`src/rtl/serial_chunk_adder.sv`:
```
// Multi-cycle add/subtract unit: adds CHUNK bits per clock over WIDTH/CHUNK cycles,
// with carry-in, subtract mode, carry/overflow/zero flags and valid/ready handshakes.
//
// state | meaning
// IDLE  | ready for a new operation, result registers hold the last completion
// RUN   | adding one chunk per cycle, LSB chunk first
// DONE  | result and flags valid, waiting for out_ready
module serial_chunk_adder #(
  parameter int WIDTH = 16,
  parameter int CHUNK = 4
) (
  input  logic             clk,
  input  logic             rst_n,
  input  logic             in_valid,
  output logic             in_ready,
  input  logic [WIDTH-1:0] in1,
  input  logic [WIDTH-1:0] in2,
  input  logic             cin,
  input  logic             sub,
  output logic             out_valid,
  input  logic             out_ready,
  output logic [WIDTH-1:0] out,
  output logic             cout,
  output logic             ovf,
  output logic             zero
);

  localparam int N  = WIDTH / CHUNK;
  localparam int IW = (N > 1) ? $clog2(N) : 1;
  localparam logic [IW-1:0] LAST = IW'(N - 1);

  if (WIDTH % CHUNK != 0) begin : g_bad_chunk
    $error("serial_chunk_adder: WIDTH must be a multiple of CHUNK");
  end

  typedef enum logic [1:0] {IDLE, RUN, DONE} state_t;

  state_t           state, state_nxt;
  logic [WIDTH-1:0] a_q, b_q, acc_q, acc_nxt;
  logic             c_q;
  logic [IW-1:0]    idx_q;
  logic [CHUNK-1:0] a_chunk, b_chunk;
  logic [CHUNK:0]   chunk_sum;
  logic             msb_cin;
  logic             last;
  logic             accept;

  always_comb begin
    a_chunk   = a_q[int'(idx_q)*CHUNK +: CHUNK];
    b_chunk   = b_q[int'(idx_q)*CHUNK +: CHUNK];
    chunk_sum = {1'b0, a_chunk} + {1'b0, b_chunk} + {{CHUNK{1'b0}}, c_q};
    // carry into the chunk's top bit recovered from its sum bit
    msb_cin   = a_chunk[CHUNK-1] ^ b_chunk[CHUNK-1] ^ chunk_sum[CHUNK-1];
    acc_nxt   = acc_q;
    acc_nxt[int'(idx_q)*CHUNK +: CHUNK] = chunk_sum[CHUNK-1:0];
    last      = (idx_q == LAST);
  end

  always_ff @(posedge clk or negedge rst_n) begin
    if (!rst_n) state <= IDLE;
    else        state <= state_nxt;
  end

  always_comb begin
    state_nxt = state;
    in_ready  = 1'b0;
    out_valid = 1'b0;
    accept    = 1'b0;
    case (state)
      IDLE: begin
        in_ready = rst_n;
        accept   = in_valid && rst_n;
        if (accept) state_nxt = RUN;
      end
      RUN: begin
        if (last) state_nxt = DONE;
      end
      DONE: begin
        out_valid = 1'b1;
        if (out_ready) state_nxt = IDLE;
      end
      default: state_nxt = IDLE;
    endcase
  end

  always_ff @(posedge clk or negedge rst_n) begin
    if (!rst_n) begin
      a_q   <= '0;
      b_q   <= '0;
      acc_q <= '0;
      c_q   <= 1'b0;
      idx_q <= '0;
      out   <= '0;
      cout  <= 1'b0;
      ovf   <= 1'b0;
      zero  <= 1'b0;
    end else if (accept) begin
      a_q   <= in1;
      b_q   <= sub ? ~in2 : in2;
      c_q   <= sub | cin;
      idx_q <= '0;
      acc_q <= '0;
    end else if (state == RUN) begin
      acc_q <= acc_nxt;
      c_q   <= chunk_sum[CHUNK];
      idx_q <= idx_q + 1'b1;
      if (last) begin
        out  <= acc_nxt;
        cout <= chunk_sum[CHUNK];
        ovf  <= msb_cin ^ chunk_sum[CHUNK];
        zero <= (acc_nxt == '0);
      end
    end
  end

endmodule

```
`config.mk`:
```
export PLATFORM = sky130hd
export DESIGN_NAME = serial_chunk_adder
export DESIGN_NICKNAME = d
export VERILOG_FILES = /design/src/rtl/serial_chunk_adder.sv
export SDC_FILE = /design/constraint.sdc
export NUM_CORES = 1
export LEC_CHECK = 0
export CELL_PAD_IN_SITES_DETAIL_PLACEMENT = 1
export CELL_PAD_IN_SITES_GLOBAL_PLACEMENT = 2
export CORE_ASPECT_RATIO = 1.4
export CORE_MARGIN = 2
export CORE_UTILIZATION = 35
export CTS_CLUSTER_SIZE = 40
export DETAILED_ROUTE_END_ITERATION = 6
export GPL_TIMING_DRIVEN = 0
export PLACE_DENSITY_LB_ADDON = 0.1
export SKIP_LAST_GASP = 1
export SLEW_MARGIN = 20
export SYNTH_ARGS = -nofsm -noshare
export SYNTH_HDL_FRONTEND = slang
export SYNTH_SLANG_ARGS = --single-unit
```
`constraint.sdc`:
```
create_clock -name clk -period 9.6 [get_ports clk]
set_input_delay 1.92 -clock clk [delete_from_list [all_inputs] [get_ports clk]]
set_output_delay 1.92 -clock clk [all_outputs]
set_load 0.02 [all_outputs]
```
# Word level (Yosys, flattened, before mapping)

Index checks and enable logic that the tools add are counted.

Latch bits: 0
Output and inout port bits: 21
Memory bits (read-only): 0
Input bits: 38
Bits in writable memories: 0
Word-level logic and storage cells: 51
Bits in registers: 72
Memories: 0

$add $sub $neg: 4
Muxes and demuxes: 15
Divide/modulo/power cells: 0
Reductions and logical operators: 6
Order comparisons: 0
Shift operators: 4
$mul: 0
Eq/ne operators: 6
Bitwise logic cells: 6

Operators with widths:

| operator                                                                 | count |
|---|---|
| 16-bit 2-to-1 mux                                                        | 3 |
| 4-bit negation with 33-bit output                                        | 1 |
| 4-bit by 33-bit variable shift with 16-bit output (first input constant) | 1 |
| 4-bit by 33-bit indexed part select with 16-bit output                   | 1 |
| 16-bit by 5-bit indexed part select with 4-bit output                    | 2 |
| 16-bit bitwise mux                                                       | 1 |
| 16-bit logical NOT                                                       | 1 |
| 16-bit NOT                                                               | 1 |
| 2-bit 2-to-1 mux                                                         | 5 |
| 2-bit != test (second input constant)                                    | 3 |
| 2-bit case mux with 3 select lines                                       | 1 |
| 3-bit AND reduction                                                      | 2 |
| 4-bit by 4-bit adder with 5-bit output                                   | 1 |
| 5-bit by 1-bit adder with 5-bit output                                   | 1 |
| 1-bit 2-to-1 mux                                                         | 5 |
| 2-bit == test (second input constant)                                    | 2 |
| 1-bit bitwise XOR                                                        | 3 |
| 2-bit by 1-bit adder with 2-bit output (second input constant)           | 1 |
| 2-bit by 1-bit == test with 1-bit output (second input constant)         | 1 |
| 2-bit logical NOT                                                        | 1 |
| 2-bit nonzero test                                                       | 1 |
| 1-bit logical AND                                                        | 1 |
| 1-bit NOT                                                                | 1 |
| 1-bit bitwise OR                                                         | 1 |

# Logic depth before layout (Yosys ltp)

Depth after elaboration: 7
Gate-level depth with buffers: 11
Mapped depth without buffers: 10

# Worst setup path after synthesis

OpenSTA, ideal clock, no wires.

Path type: input-to-output
Start: input rst_n
End: output in_ready
Slack: 5.154 ns
Data arrival time: 2.526 ns
Data required time: 7.680 ns
Path buffers: 0
Cell stages on the path: 1
Cell sequence: nor3b_1

Word-level cells in the longest chain between the ends: 1

RTL lines:

| what               | line | source |
|---|---|---|
| start: declaration | 13   | `input logic rst_n,` |
| 1-bit 2-to-1 mux   | 69   | `case (state)` |
| end: declaration   | 15   | `output logic in_ready,` |

Every way passes these cells.

# Worst setup path after layout

Same ends and word-level chain as after synthesis.

==> metrics.md <==
| Metric | Value |
|---|---|
| Status | finished, final reports clean |
| Row count | 43 |
| Fin crit period | 5.26 ns |
| Cell count after placement | 549 |
| Setup TNS | 0 ns |
| Max Freq | 0.190 GHz |
| Fill count | 1,149 |
| Fin nets | 474 |
| Final Hold Vio Count | 0 |
| Mapped Nets | 405 |
| Final cycle utilization of the critical path | 0.548 |
| Synth warnings | 0 |
| # IOs | 59 |
| Largest cells by area after synthesis | dfrtp_1 51%, nand2_1 9.2%, o21ai_0 7.6% |
| Clk root buf | clkbuf_16 |
| Wire per inst | 16.1 um |
| Number of CTS-inserted buffers | 9 |
| Die W | 88.5 um |
| Setup bufs post-CTS | 0 |
| Starting Density | 0.355 |
| Max Cap Viol | 0 |
| Top FF cell, synth | dfrtp_1 |
| Antenna Nets Post-Route | 0 |
| Die area | 10,800 um^2 |
| Vias per cell | 4.96 |
| RSZ-0062 raised after global routing | no |
| Routability cong. | 0.803 |
| Pwr Density | 349 nW/um^2 |
| Share of cells above drive strength 1 | 0.0607 |
| Largest net degree at the start of global routing | 41 |
| Worst hold path type | flip-flop to flip-flop |
| Total track usage | 0.185 |
| Router iterations before antenna repair | 5 |
| Post-synth EDFFs | 0 |
| Mean Syn Cell Area | 9.83 um^2 |
| DR vias | 2,794 |
| Yosys reg bits | 72 |
| H-tree level count | 3 |
| Worst Path Arrival | 3.34 ns |
| Worst Skew | 0.00648 ns |
| Critical setup path kind | input pin to output port |
| Cell Area, Synth | 3500 um^2 |
| Total gr overflow | 0 |
| PostCTS Resize Cnt | 0 |
| Cells after Synth | 356 |
| Hpwl dp | 6780 um |
| CTS tree | built |
| Library cells used by synthesis | 32 |
| Leakage | 2.00 nW |
| Hold_buf cts | 0 |
| Synth async-reset ratio | 1.00 |
| Slew Viols, Final | 0 |
| Layout area overhead | 28.9% |
| Slew margin rel. | 0.586 |
| CORE AREA | 9850 um^2 |
| First-pass GRT wire length | 14,900 um |
| I/O Buffers | 57 |
| Clock transition at path regs | 0.05 ns |
| Critical path required time | 7.68 ns |
| Deepest clock path buffer count | 2 |
| VDD IR max | 0.126 mV |
| Crit path max fanout | 34 |
| Post-synthesis sequential area ratio | 0.515 |
| Total wire length | 9080 um |
| Initial DRC count | 86 |
| Clock Latency Late Sink | 0.33 ns |
| Final setup fails | 0 |
| Largest area contributor in the netlist | dfrtp_1 |
| CP startpoint kind | input pin |
| Worst-Margin Slew | 0.620 ns |
| Pre-CTS setup slack | 4.30 ns |
| Antenna violations before repair | 0 |
| Clk sinks | 72 |
| Die Y | 122 um |
| Finished Layout Cells | 563 |
| N_diodes | 0 |
| Post-route DRC | 0 |
| Vias in the first global route | 2,905 |
| Synth top area share | 0.515 |
| CP endpoint kind | output port |
| Final WS setup | 4.34 ns |
==> cell usage in the layout, fill, tap and decap left out, drive strengths merged, types with 3 or more instances in the layout <==
cell type / count
nand2: 86
clkdlybuf4s50: 56
dfrtp: 72
nand2b: 3
ha: 9
and2: 3
mux4: 8
xnor2: 18
nand3: 18
clkbuf: 30
o21ai: 53
a21oi: 8
buf: 5
a31oi: 10
inv: 9
nor2b: 21
==> state kept, by name (all words and copies together), names as in the netlist <==
register	flops
idx_q	2
c_q	1
a_q	16
acc_q	16
state	2
out	16
b_q	16
zero	1
cout	1
ovf	1
==> critical path, stage by stage <==
cell,delay (ns)
buf_4,0.39
nor3b_1,0.35
clkdlybuf4s50_1,0.67
==> stage by stage <==
step           cell area [um^2]  utilization  power, W  hold WS (ns)
6_report                   4510        0.458   0.00157         0.472
5_1_grt                    4510        0.458   0.00170         0.489
4_1_cts                    4510        0.458   0.00160         0.476
3_5_place_dp               4260        0.432   0.00130         0.463
3_3_place_gp               4240        0.431   0.00128         0.454
2_1_floorplan              3500            -   0.00101         0.440
==> path summary, 6_finish.rpt <==
kind / start / endpoint / slack [ns] / cells after the start
setup / recovery: rst_n / in_ready / 4.34 / 3
hold / removal: out[9] / out[9] / 0.47 / 2
setup reg to reg: idx_q[0] / zero / 5.83 / 11
hold reg to reg: out[9] / out[9] / 0.47 / 2
max in group asynchronous: rst_n / b_q[13] / 7.48 / 2
min in group asynchronous: rst_n / out[10] / 1.54 / 1
==> per-layer routing <==
| layer | vias up | wire [um] | GRT usage |
|---|---|---|---|
| met3 | 16 | 264 | 0.0363 |
| li1 | 1347 | - | - |
| met4 | 0 | 257 | 0.0871 |
| met5 | - | 0 | 0 |
| met1 | 1381 | 3620 | 0.211 |
| met2 | 50 | 4940 | 0.327 |
==> cells in the mapped netlist, types with 3 or more instances <==
cell / count
dfrtp_1: 72
and2_1: 3
nor2b_1: 21
o21ai_0: 53
ha_1: 9
nand3_1: 18
a21oi_1: 7
a31oi_1: 10
clkbuf_1: 17
xnor2_1: 18
buf_2: 3
inv_1: 9
nand2_1: 86
nand2b_1: 3
mux4_2: 7
==> kinds of logic after synthesis <==
| group | count (synthesis) | share of synthesized area |
|---|---|---|
| muxes | 9 | 0.0558 |
| adders and majority gates | 11 | 0.0436 |
| and+or+nand+nor | 139 | 0.183 |
| DFF | 72 | 0.515 |
| xor gates and xnor gates | 19 | 0.0476 |
| AOI/OAI and AO/OA | 77 | 0.123 |
| buffers and inverters | 29 | 0.0322 |
==> layout make-up <==
| cell class | count | area, um^2 | area share |
|---|---|---|---|
| plain buffers | 20 | 78.8 | 0.0175 |
| repair buffers | 58 | 588 | 0.130 |
| multi-input cells | 255 | 1590 | 0.351 |
| clock buffers | 13 | 250 | 0.0555 |
| clock inverters | 1 | 5.00 | 0.00111 |
| well taps | 135 | 169 | 0.0374 |
| inverters | 9 | 33.8 | 0.00749 |
| flip-flops and latches | 72 | 1800 | 0.399 |
==> where the power goes <==
part           switching (W)  internal (W)
clock               0.000119      0.000179
combinational       0.000450      0.000329
sequential         0.0000699      0.000428
No activity file was read; power rests on OpenSTA's default activity.
